## config.mk

```make
export PLATFORM = sky130hd
export DESIGN_NAME = fetch_stage_flat
export DESIGN_NICKNAME = d
export VERILOG_FILES = /design/src/rtl/fetch_stage_if.sv /design/src/rtl/fetch_stage.sv /design/src/flat_wrapper.sv
export SDC_FILE = /design/constraint.sdc
export NUM_CORES = 1
export LEC_CHECK = 0
export CAP_MARGIN = 20
export CORE_MARGIN = 1.5
export CORE_UTILIZATION = 52
export CTS_CLUSTER_SIZE = 40
export DETAILED_ROUTE_END_ITERATION = 10
export GPL_ROUTABILITY_DRIVEN = 0
export GPL_TIMING_DRIVEN = 0
export PLACE_DENSITY_LB_ADDON = 0.1
export SYNTH_ARGS = -nofsm -noshare
export SYNTH_HDL_FRONTEND = slang
export SYNTH_SLANG_ARGS = --single-unit
export TNS_END_PERCENT = 20
```

## constraint.sdc

```tcl
create_clock -name CLK -period 3.2 [get_ports CLK]
set_input_delay 0.48 -clock CLK [delete_from_list [all_inputs] [get_ports CLK]]
set_output_delay 0.48 -clock CLK [all_outputs]
set_load 0.01 [all_outputs]
```

## src/rtl/fetch_stage_if.sv

```systemverilog
// Bundle between the fetch stage, the program counter, instruction memory and ID.
// Valid/ready: a word enters the stage when iREN && ihit (pc_advance); it leaves R when valid_o && !stall.
interface fetch_stage_if #(
    parameter int CNT_W = 32
);
    logic [31:0]      pcaddr;
    logic [31:0]      nxt_pc;
    logic             ihit;
    logic [31:0]      imemload;
    logic             stall;
    logic             flush;
    logic             iREN;
    logic [31:0]      iaddr;
    logic             pc_advance;
    logic [31:0]      instr_o;
    logic [31:0]      pc_o;
    logic [31:0]      npc_o;
    logic             valid_o;
    logic             halted;
    logic [CNT_W-1:0] fetch_cnt;
    logic [1:0]       fetch_state;

    modport slave (
        input  pcaddr, nxt_pc, ihit, imemload, stall, flush,
        output iREN, iaddr, pc_advance, instr_o, pc_o, npc_o, valid_o, halted,
               fetch_cnt, fetch_state
    );

    modport master (
        output pcaddr, nxt_pc, ihit, imemload, stall, flush,
        input  iREN, iaddr, pc_advance, instr_o, pc_o, npc_o, valid_o, halted,
               fetch_cnt, fetch_state
    );
endinterface

```

## src/rtl/fetch_stage.sv

```systemverilog
// Instruction fetch: requests at pcaddr, captures into output register R backed by skid register S,
// discards wrong-path words after a flush and stops on a halt opcode.
module fetch_stage #(
    parameter logic [5:0] HALT_OPCODE = 6'h3F,
    parameter int         CNT_W       = 32
) (
    input logic          CLK,
    input logic          nRST,
    fetch_stage_if.slave fif
);
    typedef enum logic [1:0] {
        FETCH  = 2'd0,
        KILL   = 2'd1,
        HALTED = 2'd2
    } state_t;

    typedef struct packed {
        logic [31:0] instr;
        logic [31:0] pc;
        logic [31:0] npc;
        logic        valid;
    } slot_t;

    state_t           state, state_n;
    slot_t            r_q, r_n, s_q, s_n, tuple;
    logic [CNT_W-1:0] cnt_q;
    logic             load_r;
    logic             iren, acc, drain, r_free;

    assign tuple  = {fif.imemload, fif.pcaddr, fif.nxt_pc, 1'b1};
    assign iren   = ((state == FETCH) || (state == KILL)) && !s_q.valid;
    assign acc    = iren && fif.ihit;
    assign drain  = r_q.valid && !fif.stall;
    assign r_free = !r_q.valid || drain;

    always_comb begin
        state_n = state;
        r_n     = r_q;
        s_n     = s_q;
        load_r  = 1'b0;
        if (fif.flush) begin
            // A word accepted alongside the flush is wrong-path, but the PC still takes the redirect.
            r_n.valid = 1'b0;
            s_n.valid = 1'b0;
            state_n   = acc ? FETCH : KILL;
        end else begin
            case (state)
                FETCH: begin
                    if (s_q.valid && r_free) begin
                        r_n       = s_q;
                        s_n.valid = 1'b0;
                        load_r    = 1'b1;
                    end else if (acc && r_free) begin
                        r_n    = tuple;
                        load_r = 1'b1;
                    end else if (acc) begin
                        s_n = tuple;
                    end else if (drain) begin
                        r_n.valid = 1'b0;
                    end
                    if (load_r && (r_n.instr[31:26] == HALT_OPCODE)) state_n = HALTED;
                end
                KILL: begin
                    // The first word returned after a flush without ihit is the stale request.
                    if (acc) state_n = FETCH;
                    if (drain) r_n.valid = 1'b0;
                end
                HALTED: begin
                    if (drain) r_n.valid = 1'b0;
                end
                default: state_n = FETCH;
            endcase
        end
    end

    always_ff @(posedge CLK or negedge nRST) begin
        if (!nRST) begin
            state <= FETCH;
            r_q   <= '0;
            s_q   <= '0;
            cnt_q <= '0;
        end else begin
            state <= state_n;
            r_q   <= r_n;
            s_q   <= s_n;
            if (load_r) cnt_q <= cnt_q + CNT_W'(1);
        end
    end

    assign fif.iREN        = iren;
    assign fif.iaddr       = fif.pcaddr;
    assign fif.pc_advance  = acc;
    assign fif.instr_o     = r_q.instr;
    assign fif.pc_o        = r_q.pc;
    assign fif.npc_o       = r_q.npc;
    assign fif.valid_o     = r_q.valid;
    assign fif.halted      = (state == HALTED);
    assign fif.fetch_cnt   = cnt_q;
    assign fif.fetch_state = state;
endmodule

```

## src/flat_wrapper.sv

```systemverilog
// flat-port wrapper written by rule: the top's interface ports become plain ports
module fetch_stage_flat 
#(
    parameter logic [5:0] HALT_OPCODE = 6'h3F,
    parameter int         CNT_W       = 32
)
  (CLK, nRST, fif_pcaddr, fif_nxt_pc, fif_ihit, fif_imemload, fif_stall, fif_flush, fif_iREN, fif_iaddr, fif_pc_advance, fif_instr_o, fif_pc_o, fif_npc_o, fif_valid_o, fif_halted, fif_fetch_cnt, fif_fetch_state);
  fetch_stage_if #(.CNT_W(CNT_W)) fif_i ();
  input logic CLK;
  input logic nRST;
  input wire logic [$bits(fif_i.pcaddr)-1:0] fif_pcaddr;
  input wire logic [$bits(fif_i.nxt_pc)-1:0] fif_nxt_pc;
  input wire logic [$bits(fif_i.ihit)-1:0] fif_ihit;
  input wire logic [$bits(fif_i.imemload)-1:0] fif_imemload;
  input wire logic [$bits(fif_i.stall)-1:0] fif_stall;
  input wire logic [$bits(fif_i.flush)-1:0] fif_flush;
  output wire logic [$bits(fif_i.iREN)-1:0] fif_iREN;
  output wire logic [$bits(fif_i.iaddr)-1:0] fif_iaddr;
  output wire logic [$bits(fif_i.pc_advance)-1:0] fif_pc_advance;
  output wire logic [$bits(fif_i.instr_o)-1:0] fif_instr_o;
  output wire logic [$bits(fif_i.pc_o)-1:0] fif_pc_o;
  output wire logic [$bits(fif_i.npc_o)-1:0] fif_npc_o;
  output wire logic [$bits(fif_i.valid_o)-1:0] fif_valid_o;
  output wire logic [$bits(fif_i.halted)-1:0] fif_halted;
  output wire logic [$bits(fif_i.fetch_cnt)-1:0] fif_fetch_cnt;
  output wire logic [$bits(fif_i.fetch_state)-1:0] fif_fetch_state;
  assign fif_i.pcaddr = fif_pcaddr;
  assign fif_i.nxt_pc = fif_nxt_pc;
  assign fif_i.ihit = fif_ihit;
  assign fif_i.imemload = fif_imemload;
  assign fif_i.stall = fif_stall;
  assign fif_i.flush = fif_flush;
  assign fif_iREN = fif_i.iREN;
  assign fif_iaddr = fif_i.iaddr;
  assign fif_pc_advance = fif_i.pc_advance;
  assign fif_instr_o = fif_i.instr_o;
  assign fif_pc_o = fif_i.pc_o;
  assign fif_npc_o = fif_i.npc_o;
  assign fif_valid_o = fif_i.valid_o;
  assign fif_halted = fif_i.halted;
  assign fif_fetch_cnt = fif_i.fetch_cnt;
  assign fif_fetch_state = fif_i.fetch_state;
  fetch_stage #(.HALT_OPCODE(HALT_OPCODE), .CNT_W(CNT_W)) u_core (.CLK(CLK), .nRST(nRST), .fif(fif_i));
endmodule
```

==> flow_summary.yaml, run 1 <==
outcome:
  status: "finished clean"
layout:
  fin_nets: 1249
  final_area_sq_mm: 0.01365
  areaGrowthSynthToFinish_pct: 37.93
  drive_above_1_share_pct: 17.39
  nFillCells: 1397
  diodes: 0
detailed_routing:
  drt_iter0_markers: 458
  vias_per_cell: 5.553
  maxUsedRoutingLayer: "met4"
  drt_wl_total_mm: 25.22
  wl_per_cell_um: 18.14
  drc: 0
  met2WireLength_mm: 12.23
  m1WireLength_mm: 10.66
  wl_met3_mm: 1.881
  antenna_left: 0
  routed-via-count: 7719
  dr.pass1.iters: 5
grt:
  grt_pass1_wl_mm: 40.41
  track_usage_pct: 25.30
  grt_pass1_vias: 7740
  grt-ovfl-total: 0
  antenna_found_initial: 0
  grt_max_degree: 94
clock_tree:
  htreeDepth: 1
  cts_hold_buffers: 1
  tritoncts: "done"
  clockRootBuffer: "clkbuf_16"
  post-cts-setup-buffer-count: 0
  cts_max_path_buffers: 3
  path_clk_slew_ns: 0.06
  clk_latency_ns: 0.50
  cts_sinks: 228
  cts-buffers-inserted: 24
  cts_resized: 0
timing:
  period_needed_ns: 2.912
  fmax_mhz: 343.4
  fin_crit_sh_pct: 91.00
  rsz0062_at_grt: "no"
  slew_headroom_pct: 33.63
  hold_viol: 0
  fin_skew_ns: 0.007706
  tns_ns: 0
  worst_pin_slew_ns: 0.9918
  finalSetupViolations: 0
  slew_viol_final: 0
floorplan:
  die_area_sq_mm: 0.01987
  start_util_pct: 52.90
  rows: 50
  fp.dieW_um: 141.0
  design.core.area_sq_mm: 0.01871
  die_y_um: 141.0
  boundaryPins: 267
place:
  dp_hpwl_mm: 17.37
  place_area_sq_mm: 0.01291
  numPortBuffers: 266
worst_setup_path:
  slowest_stage: "clkdlybuf4s50_1"
  crit_type: "reg2out"
  slowest_delay_ns: 0.55
  path_cells: "inv_1 > ha_1 > or2_1 > nand2_1 > inv_1 > clkdlybuf4s50_1"
  cp-end-kind: "primary output"
  critPathTopFamily: "buffers and inverters"
  critical_path_buf_inv_count: 3
  crit_path_max_fanout: 8
  worstPathArrival_ns: 2.43
  cpMostUsedCell: "inv_1"
  crit_required_ns: 2.72
  start_kind: "register"
synth:
  synth_nets: 954
  synth.top_cell.area_share_pct: 57.66
  ys_seq_area_share_pct: 57.66
  ys_ff_latch: 228
  synthTopCellsByArea: "dfrtp_1, mux2_2, a22oi_1"
  yosys.area.top_type: "dfrtp_1"
  syn_avg_cell_area_sq_um: 11.66
  yosys.cell_types.count: 47
  yosysWarnings: 0
  synth_cells: 849
  netlist_area_sq_mm: 0.009896
run:
  maxCapViolCount: 0
power:
  p_leak_nw: 6.078
  peakVddDrop_mv: 0.5142
  p_per_area_mw_per_mm2: 781.6
hold_path:
  hp-class: "reg2reg"
## layout by cell type, fill, tap and decap left out, types with 17 or more instances in the layout
cell type,instances
a21oi_1,95
a22oi_1,90
buf_2,34
buf_4,35
clkbuf_1,21
clkbuf_16,25
clkdlybuf4s50_1,265
dfrtp_1,228
mux2_1,18
mux2_2,82
nand2_1,18
nor2_1,106
xnor2_1,17
## final cells by class
class / instances / area, sq um / area share, %
flip-flops and latches: 228 / 5705 / 41.80
multi-input cells: 520 / 3630 / 26.59
repair buffers: 269 / 2733 / 20.02
clock buffers: 35 / 713.2 / 5.225
plain buffers: 86 / 504.2 / 3.694
well taps: 234 / 292.8 / 2.145
inverters: 15 / 56.30 / 0.4125
clock inverters: 3 / 15.01 / 0.1100
## cell usage after synthesis, drive strengths merged
library cell    n
mux2          100
o21ai           6
xor2           14
or2             1
clkbuf         16
xnor2          17
nor3           11
a211oi          4
and2            5
o22a            2
o41ai           1
o221a           1
ha              4
o221ai          1
inv            15
dfrtp         228
and4            2
nor2b           2
buf            70
a41o            1
a41oi           1
a21bo           1
a22oi          90
a21oi          95
nor2          106
nand3           8
nand2          18
nand4           9
or3             1
a32o            1
o22ai           2
nand2b          3
and3            2
a21boi          2
nor3b           1
nor4            8
## metrics by stage
| stage | instances | setup WS (ns) | hold WS (ns) | util (%) | power (mW) |
|---|---|---|---|---|---|
| 2_1_floorplan | 849 | 1.005 | 0.1844 | - | 6.052 |
| 3_3_place_gp | 1349 | -8.101 | 0.4557 | 68.70 | 7.987 |
| 3_5_place_dp | 1351 | 0.1331 | 0.4597 | 69.02 | 8.094 |
| 4_1_cts | 1390 | 0.2874 | 0.4713 | 72.97 | 10.75 |
| 5_1_grt | 1390 | 0.1631 | 0.4779 | 72.97 | 11.25 |
| 6_report | 1390 | 0.2879 | 0.4650 | 72.97 | 10.67 |
## report_power, final
group          total [mW]  switching [mW]  internal, mW
sequential           4.50           0.597          3.90
combinational        3.57            1.57          2.00
clock                2.60            1.08          1.52
total                10.7            3.25          7.42
## metal layers
layer	up-vias	global-route usage, %
met5	-	0
met2	234	41.56
met4	0	6.031
li1	3592	-
met3	32	6.250
met1	3861	34.07
## registers in the layout, summed over array words and instances (netlist names)
register and flops:
u_core.fif.pc_o 32, u_core.fif.npc_o 32, u_core.fif.fetch_cnt 32, u_core.fif.instr_o 32, u_core.fif.fetch_state 2, u_core.s_q 97, u_core.fif.valid_o 1
## final timing paths
kind	slack (ns)	cells after the start	startpoint	endpoint
hold / removal	0.46	1	u_core.fif.fetch_cnt[31]	u_core.fif.fetch_cnt[31]
setup / recovery	0.29	6	u_core.fif.fetch_state[0]	fif_pc_advance
min in group asynchronous	0.50	2	nRST	u_core.fif.fetch_cnt[27]
hold reg to reg	0.46	1	u_core.fif.fetch_cnt[31]	u_core.fif.fetch_cnt[31]
max in group asynchronous	1.52	4	nRST	u_core.s_q[46]
setup reg to reg	0.39	8	u_core.fif.fetch_state[0]	u_core.fif.pc_o[29]
## worst reg2reg max path, cell delays in order (launching register included)
cell	delay (ns)
dfrtp_1	0.42
inv_1	0.09
ha_1	0.31
or2_1	0.24
nand2_1	0.17
nor2_1	0.80
buf_2	0.39
a22oi_1	0.11
a21oi_1	0.20
## cells by family after synthesis
logic type                 share of synthesized area, %
DFF                                               57.66
AOI/OAI and AO/OA                                 13.50
and+or+nand+nor                                   8.547
buffers and inverters                             5.664
muxes                                             11.38
xor gates and xnor gates                          2.744
adders and majority gates                        0.5058
(Power assumes the default switching activity.)
==> run 2, diff against run 1 <==
--- a/config.mk
+++ b/config.mk
@@ -5,7 +5,6 @@
 export SDC_FILE = /design/constraint.sdc
 export NUM_CORES = 1
 export LEC_CHECK = 0
-export CAP_MARGIN = 20
 export CORE_MARGIN = 1.5
 export CORE_UTILIZATION = 52
 export CTS_CLUSTER_SIZE = 40
==> results of run 2 <==
No change in the layout: final DEF, timing and power equal those of run 1.
==> run 3, diff against run 2 <==
==> constraint.sdc (replaced) <==
create_clock -name CLK -period 3.7 [get_ports CLK]
set_input_delay 0.555 -clock CLK [delete_from_list [all_inputs] [get_ports CLK]]
set_output_delay 0.555 -clock CLK [all_outputs]
set_load 0.01 [all_outputs]
==> results of run 3 <==
The final DEF is identical to that of run 1. Status: finished clean.
Main changes from that run: setup slack after placement 0.1331 ns -> 0.5581 ns; setup slack after layout 0.2879 ns -> 0.7129 ns; register-to-register setup slack 0.39 ns -> 0.89 ns; total power 10.67 mW -> 9.227 mW; worst IR drop on VDD 0.5142 mV -> 0.4448 mV
